==> config.mk <==
export PLATFORM = sky130hd
export DESIGN_NAME = alu_serial_ctrl_flat
export DESIGN_NICKNAME = d
export VERILOG_FILES = /design/src/rtl/alu_serial_ctrl_if.sv /design/src/rtl/alu_serial_ctrl.sv /design/src/flat_wrapper.sv
export SDC_FILE = /design/constraint.sdc
export NUM_CORES = 1
export LEC_CHECK = 0
export BUFFER_PORTS_ARGS = -buffer_cell sky130_fd_sc_hd__buf_4
export CAP_MARGIN = 20
export CORE_MARGIN = 2
export CORE_UTILIZATION = 33
export CTS_CLUSTER_DIAMETER = 60
export DETAILED_ROUTE_END_ITERATION = 8
export PLACE_DENSITY = 0.57
export REMOVE_ABC_BUFFERS = 1
export SYNTH_ARGS = -nofsm -noshare
export SYNTH_HDL_FRONTEND = slang
export SYNTH_SLANG_ARGS = --single-unit
==> constraint.sdc <==
create_clock -name clk -period 2.35 [get_ports clk]
set_clock_uncertainty 0.05 [all_clocks]
set_input_delay 0.1175 -clock clk [delete_from_list [all_inputs] [get_ports clk]]
set_output_delay 0.1175 -clock clk [all_outputs]
set_load 0.03 [all_outputs]
==> src/rtl/alu_serial_ctrl_if.sv <==
// Handshake and slice bus for alu_serial_ctrl.
//   start/a/b/alu_ctl    : operation request and operands (master -> slave)
//   s_a..s_less, s_op    : drive to the external 1-bit ALU slice (slave -> master)
//   s_result, s_cout     : combinational slice outputs (master -> slave)
//   result, zero, overflow, carry_out, err : final result and status
//   busy, done           : controller activity and one-cycle completion pulse
interface alu_serial_ctrl_if #(
  parameter int WIDTH = 32
);
  logic             start;
  logic [WIDTH-1:0] a;
  logic [WIDTH-1:0] b;
  logic [3:0]       alu_ctl;

  logic             s_a;
  logic             s_b;
  logic             s_cin;
  logic             s_ainvert;
  logic             s_bnegate;
  logic             s_less;
  logic [2:0]       s_op;
  logic             s_result;
  logic             s_cout;

  logic [WIDTH-1:0] result;
  logic             zero;
  logic             overflow;
  logic             carry_out;
  logic             err;
  logic             busy;
  logic             done;

  modport slave (
    input  start, a, b, alu_ctl, s_result, s_cout,
    output s_a, s_b, s_cin, s_ainvert, s_bnegate, s_less, s_op,
    output result, zero, overflow, carry_out, err, busy, done
  );

  modport master (
    output start, a, b, alu_ctl, s_result, s_cout,
    input  s_a, s_b, s_cin, s_ainvert, s_bnegate, s_less, s_op,
    input  result, zero, overflow, carry_out, err, busy, done
  );
endinterface

==> src/rtl/alu_serial_ctrl.sv <==
// Bit-serial ALU controller. Walks an external 1-bit ALU slice LSB first over
// WIDTH cycles, chaining the slice carry, and assembles the WIDTH-bit result.
// Ports:
//   clk   : rising-edge clock
//   reset : synchronous active-high reset
//   bus   : alu_serial_ctrl_if.slave (request, slice drive/return, result/status)
// alu_ctl = {ainvert, bnegate, sel[1:0]}: 0000 AND, 0001 OR, 0010 ADD,
// 0110 SUB, 0111 SLT, 1100 NOR; any other code completes with err=1.
module alu_serial_ctrl #(
  parameter int WIDTH = 32
) (
  input logic            clk,
  input logic            reset,
  alu_serial_ctrl_if.slave bus
);

  localparam int            IW   = $clog2(WIDTH);
  localparam logic [IW-1:0] LAST = IW'(WIDTH - 1);

  typedef enum logic [1:0] {
    IDLE    = 2'd0,
    RUN     = 2'd1,
    SLT_FIX = 2'd2,
    DONE    = 2'd3
  } state_t;

  state_t           state, state_nx;
  logic [WIDTH-1:0] a_lat, b_lat, shreg, full;
  logic [3:0]       ctl_lat;
  logic [IW-1:0]    idx;
  logic             carry;
  logic             ovf_tmp;
  logic             legal, accept, last, arith, is_slt, set;

  always_comb begin
    legal = 1'b0;
    case (bus.alu_ctl)
      4'b0000, 4'b0001, 4'b0010, 4'b0110, 4'b0111, 4'b1100: legal = 1'b1;
      default: legal = 1'b0;
    endcase
  end

  assign accept = (state == IDLE) && bus.start;
  assign last   = (state == RUN) && (idx == LAST);
  assign arith  = ctl_lat[1];
  assign is_slt = (ctl_lat == 4'b0111);
  // Result as it stands once the final slice bit is shifted in.
  assign full   = {bus.s_result, shreg[WIDTH-2:0]};
  // Signed less-than: sign of the difference corrected by overflow.
  assign set    = shreg[WIDTH-1] ^ ovf_tmp;

  always_ff @(posedge clk) begin
    if (reset) state <= IDLE;
    else       state <= state_nx;
  end

  always_comb begin
    state_nx      = state;
    bus.busy      = (state != IDLE);
    bus.done      = (state == DONE);
    bus.s_a       = 1'b0;
    bus.s_b       = 1'b0;
    bus.s_cin     = 1'b0;
    bus.s_ainvert = 1'b0;
    bus.s_bnegate = 1'b0;
    bus.s_less    = 1'b0;
    bus.s_op      = 3'b000;
    case (state)
      IDLE: begin
        // An illegal code spends one cycle in SLT_FIX so its done pulse
        // lands two cycles after acceptance.
        if (bus.start) state_nx = legal ? RUN : SLT_FIX;
      end
      RUN: begin
        bus.s_a       = a_lat[idx];
        bus.s_b       = b_lat[idx];
        bus.s_cin     = carry;
        bus.s_ainvert = ctl_lat[3];
        bus.s_bnegate = ctl_lat[2];
        // ADD/SUB/SLT all use the slice sum; SLT is settled afterwards.
        bus.s_op      = {1'b0, ctl_lat[1], ctl_lat[0] & ~ctl_lat[1]};
        if (last) state_nx = is_slt ? SLT_FIX : DONE;
      end
      SLT_FIX: state_nx = DONE;
      DONE:    state_nx = IDLE;
      default: state_nx = IDLE;
    endcase
  end

  always_ff @(posedge clk) begin
    if (reset) begin
      a_lat         <= '0;
      b_lat         <= '0;
      ctl_lat       <= '0;
      shreg         <= '0;
      idx           <= '0;
      carry         <= 1'b0;
      ovf_tmp       <= 1'b0;
      bus.result    <= '0;
      bus.zero      <= 1'b0;
      bus.overflow  <= 1'b0;
      bus.carry_out <= 1'b0;
      bus.err       <= 1'b0;
    end else begin
      case (state)
        IDLE: begin
          if (accept) begin
            if (legal) begin
              a_lat   <= bus.a;
              b_lat   <= bus.b;
              ctl_lat <= bus.alu_ctl;
              shreg   <= '0;
              idx     <= '0;
              // Carry into bit 0 is the subtract +1.
              carry   <= bus.alu_ctl[2];
              bus.err <= 1'b0;
            end else begin
              bus.result    <= '0;
              bus.zero      <= 1'b0;
              bus.overflow  <= 1'b0;
              bus.carry_out <= 1'b0;
              bus.err       <= 1'b1;
            end
          end
        end
        RUN: begin
          shreg[idx] <= bus.s_result;
          carry      <= bus.s_cout;
          idx        <= idx + 1'b1;
          if (last) begin
            ovf_tmp <= arith & (bus.s_cout ^ carry);
            if (!is_slt) begin
              bus.result    <= full;
              bus.zero      <= (full == '0);
              bus.overflow  <= arith & (bus.s_cout ^ carry);
              bus.carry_out <= arith & bus.s_cout;
            end
          end
        end
        SLT_FIX: begin
          if (!bus.err) begin
            bus.result    <= {{(WIDTH-1){1'b0}}, set};
            bus.zero      <= ~set;
            bus.overflow  <= 1'b0;
            bus.carry_out <= 1'b0;
          end
        end
        default: ;
      endcase
    end
  end

endmodule

==> src/flat_wrapper.sv <==
// flat-port wrapper written by rule: the top's interface ports become plain ports
module alu_serial_ctrl_flat 
#(
  parameter int WIDTH = 32
)
  (clk, reset, bus_start, bus_a, bus_b, bus_alu_ctl, bus_s_result, bus_s_cout, bus_s_a, bus_s_b, bus_s_cin, bus_s_ainvert, bus_s_bnegate, bus_s_less, bus_s_op, bus_result, bus_zero, bus_overflow, bus_carry_out, bus_err, bus_busy, bus_done);
  alu_serial_ctrl_if #(.WIDTH(WIDTH)) bus_i ();
  input logic clk;
  input logic reset;
  input wire logic [$bits(bus_i.start)-1:0] bus_start;
  input wire logic [$bits(bus_i.a)-1:0] bus_a;
  input wire logic [$bits(bus_i.b)-1:0] bus_b;
  input wire logic [$bits(bus_i.alu_ctl)-1:0] bus_alu_ctl;
  input wire logic [$bits(bus_i.s_result)-1:0] bus_s_result;
  input wire logic [$bits(bus_i.s_cout)-1:0] bus_s_cout;
  output wire logic [$bits(bus_i.s_a)-1:0] bus_s_a;
  output wire logic [$bits(bus_i.s_b)-1:0] bus_s_b;
  output wire logic [$bits(bus_i.s_cin)-1:0] bus_s_cin;
  output wire logic [$bits(bus_i.s_ainvert)-1:0] bus_s_ainvert;
  output wire logic [$bits(bus_i.s_bnegate)-1:0] bus_s_bnegate;
  output wire logic [$bits(bus_i.s_less)-1:0] bus_s_less;
  output wire logic [$bits(bus_i.s_op)-1:0] bus_s_op;
  output wire logic [$bits(bus_i.result)-1:0] bus_result;
  output wire logic [$bits(bus_i.zero)-1:0] bus_zero;
  output wire logic [$bits(bus_i.overflow)-1:0] bus_overflow;
  output wire logic [$bits(bus_i.carry_out)-1:0] bus_carry_out;
  output wire logic [$bits(bus_i.err)-1:0] bus_err;
  output wire logic [$bits(bus_i.busy)-1:0] bus_busy;
  output wire logic [$bits(bus_i.done)-1:0] bus_done;
  assign bus_i.start = bus_start;
  assign bus_i.a = bus_a;
  assign bus_i.b = bus_b;
  assign bus_i.alu_ctl = bus_alu_ctl;
  assign bus_i.s_result = bus_s_result;
  assign bus_i.s_cout = bus_s_cout;
  assign bus_s_a = bus_i.s_a;
  assign bus_s_b = bus_i.s_b;
  assign bus_s_cin = bus_i.s_cin;
  assign bus_s_ainvert = bus_i.s_ainvert;
  assign bus_s_bnegate = bus_i.s_bnegate;
  assign bus_s_less = bus_i.s_less;
  assign bus_s_op = bus_i.s_op;
  assign bus_result = bus_i.result;
  assign bus_zero = bus_i.zero;
  assign bus_overflow = bus_i.overflow;
  assign bus_carry_out = bus_i.carry_out;
  assign bus_err = bus_i.err;
  assign bus_busy = bus_i.busy;
  assign bus_done = bus_i.done;
  alu_serial_ctrl #(.WIDTH(WIDTH)) u_core (.clk(clk), .reset(reset), .bus(bus_i));
endmodule
Word level (Yosys, flattened, before mapping)
Cells that the tools add are included.

word-level totals
  register bits after elaboration = 145
  input bits = 73
  output and inout port bits = 47
  logic and storage cells = 104

operators by class
  add/subtract/negate cells = 1
  order comparisons = 2
  equality and inequality tests = 17
  multiplexer cells = 48
  bitwise operators = 7
  reduce and logical (&&, ||, !) cells = 16

operators by type and width
  kind                                                                   number
  32-bit two-way mux                                                     7
  32-bit one-hot mux with 3 select lines                                 1
  32-bit one-hot mux with 2 select lines                                 1
  32-bit bitwise mux                                                     1
  32-bit zero test                                                       1
  1-bit two-way mux                                                      23
  4-bit by 3-bit equality test with 1-bit output, second input constant  3
  1-bit binary-select mux with 5-bit select                              2
  5-bit two-way mux                                                      2
  5-bit one-hot mux with 2 select lines                                  1
  1-bit one-hot mux with 3 select lines                                  3
  2-bit two-way mux                                                      4
  2-bit != test, second input constant                                   4
  2-bit one-hot mux with 4 select lines                                  1
  5-bit by 6-bit < comparator with 1-bit output, second input constant   1
  2-bit by 1-bit != test with 1-bit output, second input constant        3
  2-bit AND reduction                                                    3
  3-bit AND reduction                                                    2
  6-bit AND reduction                                                    1
  6-bit OR reduction                                                     1
  5-bit by 1-bit adder with 5-bit output, second input constant          1
  1-bit demux with 5-bit select                                          1
  5-bit equality test, second input constant                             1
  5-bit by 1-bit >= comparator with 1-bit output, second input constant  1
  other kinds (14)                                                       22

Longest topological paths before layout
  depth in word-level cells = 6
  mapped depth = 10
  depth with buffers taken out = 7

Worst setup path before layout
Ideal clock, no wire load.

  path kind = register to register
  from = register u_core.idx[3]
  to = register u_core.bus.overflow
  setup time = 0.070 ns
  data arrival time = 2.217 ns
  required time = 2.230 ns
  path slack = 0.013 ns
  cell stages (with the launch flop) = 10
  buffers on the path = 3
  period minus slack after synthesis = 2.337 ns
  cells stage by stage = dfxtp_1 clkbuf_1 clkbuf_1 and3_1 ha_1 o221ai_1 a211oi_2 clkbuf_1 nand3_1 a21oi_1

on the way
  word-level cells in the longest chain between the ends = 4

ends and longest elaborated chain
  element                                                    RTL line                  text
  start: declaration                                         alu_serial_ctrl.sv:30     logic [IW-1:0] idx;
  start signal: assignment                                   alu_serial_ctrl.sv:129    idx <= idx + 1'b1;
  5-bit equality test                                        alu_serial_ctrl.sv:44     assign last = (state == RUN) && (idx == LAST);
  1-bit logical AND                                          alu_serial_ctrl.sv:44
  2-bit by 1-bit != test with 1-bit output (no source line)  -
  6-bit AND reduction (no source line)                       -
  end signal: assignment                                     alu_serial_ctrl.sv:135    bus.overflow <= arith & (bus.s_cout ^ carry);
  end: declaration                                           alu_serial_ctrl_if.sv:36  output result, zero, overflow, carry_out, err, busy, done

No other way between the ends.
A chain may end at the register's enable or synchronous reset.

Worst setup path in the final report
  from = register u_core.idx[0]
  to = output bus_s_b

on the way
  word-level cells in the longest chain between the ends = 3

ends and longest elaborated chain
  element                                    RTL line               text
  1-bit binary-select mux with 5-bit select  alu_serial_ctrl.sv:76  bus.s_b = b_lat[idx];
  1-bit two-way mux (not written as such)    alu_serial_ctrl.sv:76
  1-bit two-way mux                          alu_serial_ctrl.sv:68  case (state)
  end: declaration                           flat_wrapper.sv:17     output wire logic [$bits(bus_i.s_b)-1:0] bus_s_b;

No other way between the ends. The select of a mux whose other input is x is not followed.

==> qor.csv <==
stage;metric;value;unit
worst_setup_path;Worst Path Max Fanout;5;
routing;vias per cell;4.96;
run;# Max-Cap Violations;0;
routing;post-route ant nets;0;
worst_setup_path;Critical Path Sink Type;output port;
synth;cell area after synthesis;6640;um^2
routing;routed wire length per instance;14.9;um
placed_design;gpl congestion;0.860;
global_routing;grt ovf;0;
pwr;VDD IR max;0.000594;V
worst_setup_path;critical path class;flop to output port;
clocking;Worst-path clk slew;0.06;ns
worst_setup_path;critical path arrival;2.19;ns
synth;EDFF count, synth;0;
floorplan;Die Y;146;um
floorplan;Die X-Extent;146;um
final_layout;Final Cell Area;9220;um^2
synth;synthesis warning total;0;
floorplan;total core area;19600;um^2
placed_design;Port Buffers;117;
timing;fin. max-slew vios;0;
global_routing;first-pass GRT wire length;30600;um
worst_setup_path;Critical Path RT;2.18;ns
routing;detailed-route via count;6348;
worst_setup_path;Startpoint Class;flop;
placed_design;post-place instance area;7810;um^2
clocking;total CTS buffers;17;
timing;RSZ-0062 raised after global routing;yes;
run_status;failing checks;negative setup slack;
routing;final wirelength;19000;um
synth;Gate Count Post-Synth;844;
floorplan;Initial Util;33.9;%
routing;DR iter-0 viols;454;
hold_path;worst hold path type;input pin to flop;
floorplan;area of the die;21300;um^2
routing;drt drc;0;
final_layout;layout cells sized above 1;20.2;%
global_routing;number of global-route vias before repair;5960;
timing;Fin. Hold Viols;0;
run_status;status;finished, violations left;
clocking;clk_lat worst skew;0.43;ns
placed_design;Setup WS pre-CTS;0.176;ns
timing;Final Cycle Share;100;%
synth;Avg Cell Area, Syn;7.86;um^2
routing;total iterations of the first detailed-routing run;5;
pwr;Leakage Power;0.00339;uW
synth;Post-synth ARST share;0;%
floorplan;boundary pin count;120;
pwr;P per Cell Area;854;nW/um^2
clocking;Clock Tree Root;clkbuf_16;
clocking;clock sink total;145;
synth;part of the Yosys area used for sequential elements;43.7;%
timing;setup slack after layout;-0.0104;ns
synth;flops & latches, synth;145;
timing;slew margin rel.;65.9;%
global_routing;largest net degree at the start of global routing;118;
timing;fin crit period;2.36;ns
final_layout;FILL cells;1923;
final_layout;fin nets;1085;
global_routing;initial antenna violation count;0;
synth;Distinct cells, synth;52;
clocking;Clock Path Buffers;2;
timing;Final setup viols;1;
final_layout;synthesis-to-finish area growth;38.8;%
global_routing;GRT Total Usage;17.8;%
clocking;H-tree depth;4;
timing;Max Clk Rate;424;MHz
final_layout;Antenna diodes;0;
placed_design;HPWL after detailed placement;11900;um
timing;worst-margin pin slew;0.511;ns
clocking;CTS tree;built;
floorplan;# rows;51;
synth;Main synth FF type;dfxtp_1;
area by class of cell:
| cell class | instances | area, um^2 | area share, % |
|---|---|---|---|
| Clock buffer | 17 | 425 | 4.62 |
| Clock inverter | 15 | 161 | 1.75 |
| Inverter | 12 | 45.0 | 0.489 |
| Multi-Input combinational cell | 614 | 3440 | 37.4 |
| Sequential cell | 145 | 2910 | 31.5 |
| Tap cell | 265 | 332 | 3.60 |
| Timing Repair Buffer | 212 | 1900 | 20.6 |
through the flow:
| step | hold slack [ns] | std cells | setup TNS (ns) | util (%) | total power [uW] |
|---|---|---|---|---|---|
| global route | 0.0379 | 1280 | -0.304 | 47.0 | 8300 |
| CTS | 0.0145 | 1280 | -0.0451 | 46.9 | 7940 |
| detailed placement | 0.323 | 1173 | 0 | 39.9 | 5060 |
| global placement | 0.316 | 1173 | 0 | 39.9 | 5040 |
| floorplan | 0.137 | 771 | -98.47 | - | 4130 |
| finish | 0.0378 | 1280 | -0.0104 | 47.0 | 7870 |
synthesized netlist by cell type, drive strengths merged (2+ instances only):
cell,count,area (um^2)
nand2,169,634
dfxtp,145,2900
a21oi,136,681
nand3,70,350
nor2,63,239
clkbuf,58,218
nand2b,42,263
o21ai,33,165
buf,16,82.6
mux4,16,360
inv,12,45.0
ha,10,125
nor4,10,62.6
mux2i,9,90.1
and2,5,31.3
nor3,5,25.0
nor2b,4,25.0
a211oi,3,27.5
a31oi,3,18.8
a32o,3,30.0
o22ai,3,18.8
xor2,3,26.3
a22oi,2,15.0
critical path, stage by stage (launching register included):
cell and delay [ns]:
dfxtp_4 0.40, buf_12 0.14, mux4_2 0.54, a22oi_2 0.22
a31oi_2 0.11, nor2_1 0.13, nor2_2 0.07, buf_6 0.15
state kept, by name, indices dropped and copies added, names as in the netlist, 2 cells and up:
register,cells
u_core.a_lat,32
u_core.b_lat,32
u_core.state,2
u_core.bus.result,32
u_core.shreg,32
u_core.ctl_lat,4
u_core.idx,5
final timing paths:
check	from	end	slack, ns	depth (start not counted)
hold / removal	reset	u_core.ovf_tmp	0.04	2
setup reg to reg	u_core.idx[0]	u_core.bus.result[19]	0.15	9
hold reg to reg	u_core.a_lat[20]	u_core.a_lat[20]	0.40	2
setup / recovery	u_core.idx[0]	bus_s_b	-0.01	7
cells by family after synthesis:
| kind of cell | after synthesis | share of synthesized area (%) |
|---|---|---|
| and+or+nand+nor | 379 | 25.9 |
| AOI/OAI and AO/OA | 195 | 16.0 |
| DFF | 145 | 43.7 |
| buffers and inverters | 86 | 5.20 |
| muxes | 25 | 6.79 |
| adders and majority gates | 10 | 1.89 |
| xor gates and xnor gates | 3 | 0.396 |
| other | 1 | 0.0565 |
timing repair:
item	CTS	global route
gates cloned	2	0
endpoints found under the setup margin	3	17
endpoints found under the hold margin	71	0
resized for setup	5	8
pin swaps	4	3
hold buffers	70	0
setup buffers	3	0
metal layers:
metal / vias to the layer above / part of all wire, % / GRT usage (%)
met5: - / 0 / 0
met3: 18 / 5.4 / 4.20
li1: 3203 / - / -
met2: 169 / 48 / 29.3
met4: 0 / 1.5 / 5.93
met1: 2958 / 45 / 23.1
where the power goes:
group          internal (uW)  switching, uW  total [uW]
logic                   1000           1460        2460
clock network           1510           1200        2710
registers               2610           92.6        2700
total                   5120           2750        7870
layout by cell type (no fill, tap or decap), drive strengths merged, types with 4 or more instances in the layout:
master,n
nand2b,42
dlygate4sd3,70
mux2i,9
clkbuf,17
dfxtp,145
and2,5
o21ai,33
nand3,70
nand2,169
a21oi,136
nor2b,4
buf,142
mux4,16
nor2,63
inv,23
nor3,5
nor4,10
ha,10
Note: power is estimated with default switching activity, not from simulation.
